`src/rtl/brick_field_engine.sv`:
```
// Brick field, ball-to-brick collision (vertical then corner), combo scoring and round FSM.
// Optional build macro MULTI_HIT_EN: the top two brick rows need two hits to clear.
module brick_field_engine #(
   parameter int unsigned BRICK_ROWS = 7,
   parameter int unsigned BRICK_COLS = 8,
   parameter int unsigned BRICK_W    = 2,
   parameter int unsigned TOP_ROW    = 1,
   parameter int unsigned LOSS_ROW   = 11,
   parameter int unsigned ROW_W      = 4,
   parameter int unsigned COL_W      = 4,
   parameter int unsigned SCORE_W    = 10,
   parameter int unsigned COMBO_MAX  = 4
) (
   input  logic                             clock,
   input  logic                             reset,
   input  logic                             start,
   input  logic                             ball_valid,
   input  logic [ROW_W-1:0]                 ball_row,
   input  logic [COL_W-1:0]                 ball_col,
   input  logic [1:0]                       ball_dir,
   input  logic                             paddle_hit,
   output logic [BRICK_ROWS*BRICK_COLS-1:0] bricks,
   output logic [SCORE_W-1:0]               score,
   output logic [3:0]                       level,
   output logic [2:0]                       combo,
   output logic                             hit,
   output logic                             bounce_v,
   output logic                             bounce_h,
   output logic [1:0]                       state,
   output logic                             game_over,
   output logic                             level_clear
);

   localparam int unsigned N_BRICKS = BRICK_ROWS * BRICK_COLS;
   localparam int unsigned COL_SH   = $clog2(BRICK_W);
   localparam int unsigned RX_W     = ROW_W + 1;
   localparam int unsigned CX_W     = COL_W + 1;
   localparam int unsigned SUM_W    = SCORE_W + 1;

   localparam logic [RX_W-1:0]    RX_ONE    = RX_W'(1);
   localparam logic [CX_W-1:0]    CX_ONE    = CX_W'(1);
   localparam logic [SUM_W-1:0]   SUM_ONE   = SUM_W'(1);
   localparam logic [SUM_W-1:0]   SUM_MAX   = {1'b0, {SCORE_W{1'b1}}};
   localparam logic [ROW_W-1:0]   LOSS_R    = ROW_W'(LOSS_ROW);
   localparam logic [2:0]         COMBO_CAP = 3'(COMBO_MAX);

   typedef enum logic [1:0] {
      StIdle  = 2'b00,
      StPlay  = 2'b01,
      StClear = 2'b10,
      StOver  = 2'b11
   } state_e;

   state_e               r_state, w_state_d;
   logic [N_BRICKS-1:0]  r_bricks, w_bricks_d;
   logic [SCORE_W-1:0]   r_score, w_score_d;
   logic [3:0]           r_level, w_level_d;
   logic [2:0]           r_combo, w_combo_d;
   logic                 r_hit, w_hit_d;
   logic                 r_bounce_v, w_bounce_v_d;
   logic                 r_bounce_h, w_bounce_h_d;

   logic [RX_W-1:0]      w_trow;
   logic [CX_W-1:0]      w_vcol, w_ccol;
   logic [N_BRICKS-1:0]  w_vmask, w_cmask, w_tmask;
   logic                 w_vhit, w_chit;
   logic [SUM_W-1:0]     w_sum;

`ifdef MULTI_HIT_EN
   localparam int unsigned N_STRONG = ((BRICK_ROWS < 2) ? BRICK_ROWS : 2) * BRICK_COLS;
   logic [N_STRONG-1:0]  r_strong, w_strong_d;
   logic                 w_strong_hit;
`endif

   // Wrapped (underflowed) coordinates land far outside the field and match no brick.
   always_comb begin
      w_trow = ball_dir[1] ? ({1'b0, ball_row} + RX_ONE) : ({1'b0, ball_row} - RX_ONE);
      w_vcol = {1'b0, ball_col};
      w_ccol = ball_dir[0] ? (w_vcol + CX_ONE) : (w_vcol - CX_ONE);
   end

   always_comb begin
      w_vmask = '0;
      w_cmask = '0;
      for (int r = 0; r < int'(BRICK_ROWS); r++) begin
         for (int c = 0; c < int'(BRICK_COLS); c++) begin
            if (w_trow == RX_W'(TOP_ROW + r)) begin
               w_vmask[r*BRICK_COLS+c] = ((w_vcol >> COL_SH) == CX_W'(c));
               w_cmask[r*BRICK_COLS+c] = ((w_ccol >> COL_SH) == CX_W'(c));
            end
         end
      end
   end

   // A corner cell inside the vertical brick has the same (absent) bit, so it never scores.
   assign w_vhit  = |(w_vmask & r_bricks);
   assign w_chit  = |(w_cmask & r_bricks);
   assign w_tmask = w_vhit ? w_vmask : w_cmask;
   assign w_sum   = {1'b0, r_score} + SUM_W'(r_combo) + SUM_ONE;

`ifdef MULTI_HIT_EN
   assign w_strong_hit = |(w_tmask[N_STRONG-1:0] & r_strong);
`endif

   always_comb begin
      w_state_d    = r_state;
      w_bricks_d   = r_bricks;
      w_score_d    = r_score;
      w_level_d    = r_level;
      w_combo_d    = r_combo;
      w_hit_d      = 1'b0;
      w_bounce_v_d = 1'b0;
      w_bounce_h_d = 1'b0;
`ifdef MULTI_HIT_EN
      w_strong_d   = r_strong;
`endif
      case (r_state)
         StIdle, StOver: begin
            if (start) begin
               w_state_d  = StPlay;
               w_bricks_d = '1;
               w_score_d  = '0;
               w_combo_d  = '0;
`ifdef MULTI_HIT_EN
               w_strong_d = '1;
`endif
            end
         end
         StClear: begin
            if (start) begin
               w_state_d  = StPlay;
               w_bricks_d = '1;
               w_combo_d  = '0;
               if (r_level != 4'hF) w_level_d = r_level + 4'd1;
`ifdef MULTI_HIT_EN
               w_strong_d = '1;
`endif
            end
         end
         StPlay: begin
            if (ball_valid) begin
               if (ball_row == LOSS_R) begin
                  w_state_d = StOver;
               end else if (w_vhit || w_chit) begin
                  w_hit_d      = 1'b1;
                  w_bounce_v_d = 1'b1;
                  w_bounce_h_d = !w_vhit;
`ifdef MULTI_HIT_EN
                  if (w_strong_hit) begin
                     w_strong_d = r_strong & ~w_tmask[N_STRONG-1:0];
                  end else
`endif
                  begin
                     w_bricks_d = r_bricks & ~w_tmask;
                     w_score_d  = (w_sum > SUM_MAX) ? SUM_MAX[SCORE_W-1:0] : w_sum[SCORE_W-1:0];
                     w_combo_d  = (r_combo < COMBO_CAP) ? (r_combo + 3'd1) : COMBO_CAP;
                     if (w_bricks_d == '0) w_state_d = StClear;
                  end
               end
            end
         end
         default: ;
      endcase
      // The scoring path above already consumed the old combo.
      if (paddle_hit) w_combo_d = '0;
   end

   always_ff @(posedge clock) begin
      if (reset) begin
         r_state    <= StIdle;
         r_bricks   <= '1;
         r_score    <= '0;
         r_level    <= '0;
         r_combo    <= '0;
         r_hit      <= 1'b0;
         r_bounce_v <= 1'b0;
         r_bounce_h <= 1'b0;
      end else begin
         r_state    <= w_state_d;
         r_bricks   <= w_bricks_d;
         r_score    <= w_score_d;
         r_level    <= w_level_d;
         r_combo    <= w_combo_d;
         r_hit      <= w_hit_d;
         r_bounce_v <= w_bounce_v_d;
         r_bounce_h <= w_bounce_h_d;
      end
   end

`ifdef MULTI_HIT_EN
   always_ff @(posedge clock) begin
      if (reset) r_strong <= '1;
      else       r_strong <= w_strong_d;
   end
`endif

   assign bricks      = r_bricks;
   assign score       = r_score;
   assign level       = r_level;
   assign combo       = r_combo;
   assign hit         = r_hit;
   assign bounce_v    = r_bounce_v;
   assign bounce_h    = r_bounce_h;
   assign state       = r_state;
   assign game_over   = (r_state == StOver);
   assign level_clear = (r_state == StClear);

endmodule
```
`config.mk`:
```
export PLATFORM = sky130hd
export DESIGN_NAME = brick_field_engine
export DESIGN_NICKNAME = d
export VERILOG_FILES = /design/src/rtl/brick_field_engine.sv
export SDC_FILE = /design/constraint.sdc
export NUM_CORES = 1
export LEC_CHECK = 0
export BUFFER_PORTS_ARGS = -buffer_cell sky130_fd_sc_hd__buf_2
export CAP_MARGIN = 20
export CELL_PAD_IN_SITES_DETAIL_PLACEMENT = 0
export CELL_PAD_IN_SITES_GLOBAL_PLACEMENT = 2
export CORE_MARGIN = 2
export CORE_UTILIZATION = 36
export CTS_CLUSTER_DIAMETER = 80
export CTS_CLUSTER_SIZE = 24
export DETAILED_ROUTE_END_ITERATION = 10
export PLACE_DENSITY = 0.95
export SYNTH_ARGS = -nofsm -noshare
export SYNTH_HDL_FRONTEND = slang
export SYNTH_SLANG_ARGS = --single-unit
```
`constraint.sdc`:
```
create_clock -name clock -period 11.15 [get_ports clock]
set_clock_uncertainty 0.15 [all_clocks]
set_input_delay 0 -clock clock [delete_from_list [all_inputs] [get_ports clock]]
set_output_delay 0 -clock clock [all_outputs]
set_load 0.02 [all_outputs]
```
==> results.py <==
metrics = {
    "yosys": {
        "synth_warnings": 0,
        "synthDistinctLibCells": 85,
        "ys_seq_elements": 77,
        "ys_seq_area_share_pct": 25.92,
        "synth_nets": 813,
        "ys_async_sr_fraction_pct": 0,
        "avgSynthCellArea_um2": 7.605,
        "netlist_instances": 782,
        "synth-edff-count": 0,
        "mappedNetlistArea_mm2": 0.005947,
        "synth_ff_type": "dfxtp_1",
    },
    "min_path": {
        "min-delay-start": "ball_row[3]",
        "hp-class": "input pin to flip-flop",
        "worstHoldPathCells": 4,
        "worst_hold_path.endpoint": "bounce_v$_SDFF_PP0_",
    },
    "setup_path": {
        "crit_type": "input pin to flip-flop",
        "startpoint": "ball_col[1]",
        "reg2regPathDepth": 13,
        "max_stage_delay_ns": 0.89,
        "required_ns": 11.22,
        "rrSetupSlack_ns": 6.49,
        "start_kind": "input pin",
        "rr_endpoint": "bricks[29]$_SDFFE_PP1P_",
        "worstPathCellList": "buf_2 -> inv_1 -> fa_1 -> buf_4 -> clkinv_1 -> o21ai_0 -> nor2_1 -> a22o_1 -> a22oi_1 -> o2111ai_1 -> nor4_1 -> nand2_1 -> a41oi_4 -> buf_4 -> a211oi_1 -> a211o_1",
        "crit_fanout": 41,
        "path_common_cell": "buf_4",
        "worstReg2RegStart": "bricks[25]$_SDFFE_PP1P_",
        "cpMaxStageDelayCell": "nor4_1",
        "crit_path_end_kind": "flip-flop",
        "arrival_ns": 5.85,
    },
    "clock_network": {
        "cts_tree": "built",
        "cts_max_path_buffers": 2,
        "numCtsBuffers": 9,
        "postCtsSetupBuffers": 0,
        "h-tree-depth": 3,
        "cts_hold_buf": 4,
        "clkTransAtPathRegs_ns": 0.06,
        "cts_resized": 0,
        "cts.sinks": 77,
        "clk_latency_ns": 0.34,
        "cts_root_buffer": "clkbuf_16",
    },
    "final_layout": {
        "fin_area_mm2": 0.006892,
        "areaGrowthSynthToFinish_pct": 15.88,
        "n_antenna_cell": 0,
        "fill_cells": 1739,
        "fin_nets": 882,
        "drive_gt1_share_pct": 18.01,
        "stdcell_count": 1071,
    },
    "run_status": {
        "status": "complete, no violations",
    },
    "grt": {
        "track_usage_pct": 30.51,
        "grt_overflow": 0,
        "grt_pass1_wl_um": 40910,
        "grt_pass1_vias": 6527,
        "antenna_found_initial": 0,
        "grt_max_degree": 54,
    },
    "sta": {
        "finalMaxSlewViolations": 0,
        "hold_violations": 0,
        "fin_tns_setup_ns": 0,
        "layout_min_cycle_time_ns": 5.778,
        "hold_ws_ns": 0.1938,
        "layout_worst_path_cycle_share_pct": 51.82,
        "fin_ws_ns": 5.372,
        "worst_pin_slew_ns": 1.149,
        "slew_headroom_pct": 23.05,
        "rsz0062_at_grt": "false",
        "setup_viol": 0,
        "max_freq_mhz": 173.1,
    },
    "placed_design": {
        "dpl.hpwl_um": 19870,
        "routabilityCongestion": 1.068,
        "placed_area_mm2": 0.006551,
        "dp_cells": 1052,
        "dp_worst_setup_slack_ns": 5.258,
        "io_buffer_count": 94,
    },
    "floorplan": {
        "core_mm2": 0.01600,
        "start_util_pct": 37.17,
        "die_h_um": 132.5,
        "dieArea_mm2": 0.01756,
        "fp.dieW_um": 132.5,
        "placementRows": 46,
        "ios": 95,
    },
    "drt": {
        "wl_um": 27820,
        "first_iter_violations": 850,
        "dr.pass1.iters": 5,
        "vias_per_cell": 6.651,
        "ant_nets": 0,
        "num_vias": 7123,
        "drc": 0,
        "drt-wirelength-per-cell_um": 25.98,
    },
    "flow_run": {
        "drv_cap": 0,
    },
    "pwr": {
        "power_density_mw_per_mm2": 114.8,
        "p_leak_nw": 2.477,
        "peakVddDrop_uv": 63.93,
    },
}
## cells in the final DEF (no fill, tap or decap), types with 6 or more instances in the layout
cell / instances
buf_4: 14
or2_2: 6
inv_1: 21
dfxtp_1: 77
a211oi_1: 9
a31oi_1: 10
o21a_1: 7
ha_1: 14
nand2b_1: 7
nor4_1: 10
o22ai_1: 6
a21oi_1: 32
nand4_1: 17
o211ai_1: 9
a221oi_1: 6
and3_1: 8
clkbuf_16: 9
and2_1: 6
nand3_1: 25
buf_2: 94
nand2_1: 100
nor2_1: 42
nor2b_1: 8
mux2i_1: 22
o31ai_1: 49
o21ai_0: 79
a32oi_1: 13
nor3_1: 23
a211o_1: 6
## routing by layer
layer  track usage [%]  up-vias  part of all wire, %
met3             8.582      110                   13
li1                  -     3147                    -
met1             41.51     3374                   41
met5                 0        -                    0
met4             14.81        0                  5.2
met2             44.19      492                   41
## synth_stat cells (all sizes together), types with 11 or more instances
master,instances,area [um2]
a21oi,35,193.9
a31oi,11,75.07
a32oi,13,113.9
buf,24,146.4
clkbuf,30,113.9
dfxtp,77,1541
ha,14,175.2
inv,21,78.83
mux2i,22,220.2
nand2,100,375.4
nand3,25,125.1
nand4,17,106.4
nor2,44,167.7
nor3,26,151.4
nor4,12,87.58
o21ai,81,405.4
o31ai,49,367.9
## state kept, by name, indices dropped and copies added, names as in the netlist
| name | flops |
|---|---|
| bricks | 56 |
| combo | 3 |
| state | 2 |
| level | 4 |
| score | 10 |
| bounce_v | 1 |
| bounce_h | 1 |
## worst max path at each step
stage | end
global route | bricks[29]$_SDFFE_PP1P_
detailed placement | bricks[29]$_SDFFE_PP1P_
CTS | bricks[29]$_SDFFE_PP1P_
finish | bricks[29]$_SDFFE_PP1P_
floorplan | state[1]$_SDFFE_PP0P_
global placement | bricks[29]$_SDFFE_PP1P_
## logic make-up (layout without fill, tap and decap cells)
family | count (synthesis) | after routing | share of synthesized area (%)
and+or+nand+nor | 293 | 293 | 25.37
adders and majority gates | 16 | 16 | 3.619
xor gates and xnor gates | 7 | 7 | 1.031
AOI/OAI and AO/OA | 285 | 285 | 33.26
muxes | 28 | 28 | 5.028
DFF | 77 | 77 | 25.92
buffers and inverters | 76 | 149 | 5.765
## area by class of cell
cell class	count	area (um2)	area share (%)
Clock buffer	11	252.7	3.667
Timing Repair Buffer	112	615.6	8.932
Sequential cell	77	1541	22.37
Multi-Input combinational cell	629	4081	59.22
Inverter	22	82.58	1.198
Clock inverter	4	47.55	0.6899
Tap cell	216	270.3	3.922
## worst max-delay path, delay by kind of cell
family	cells	cell delay (ns)
buf+inv	5	1.98
compound gates	7	1.98
simple gates	3	1.29
fa+ha+maj	1	0.58
## per-stage QoR
| step | total power, mW | util, % |
|---|---|---|
| finish | 0.7912 | 43.07 |
| global route | 0.8177 | 43.07 |
| CTS | 0.7856 | 43.07 |
| detailed placement | 0.4892 | 40.94 |
| global placement | 0.4909 | 40.94 |
| floorplan | 0.4304 | - |
## report_power, final
group / leakage [nW] / internal (mW) / switching, mW
logic: 1.71 / 0.0615 / 0.149
registers: 0.623 / 0.277 / 0.00366
clock network: 0.147 / 0.184 / 0.116
Power figures use the tool's default switching activity.
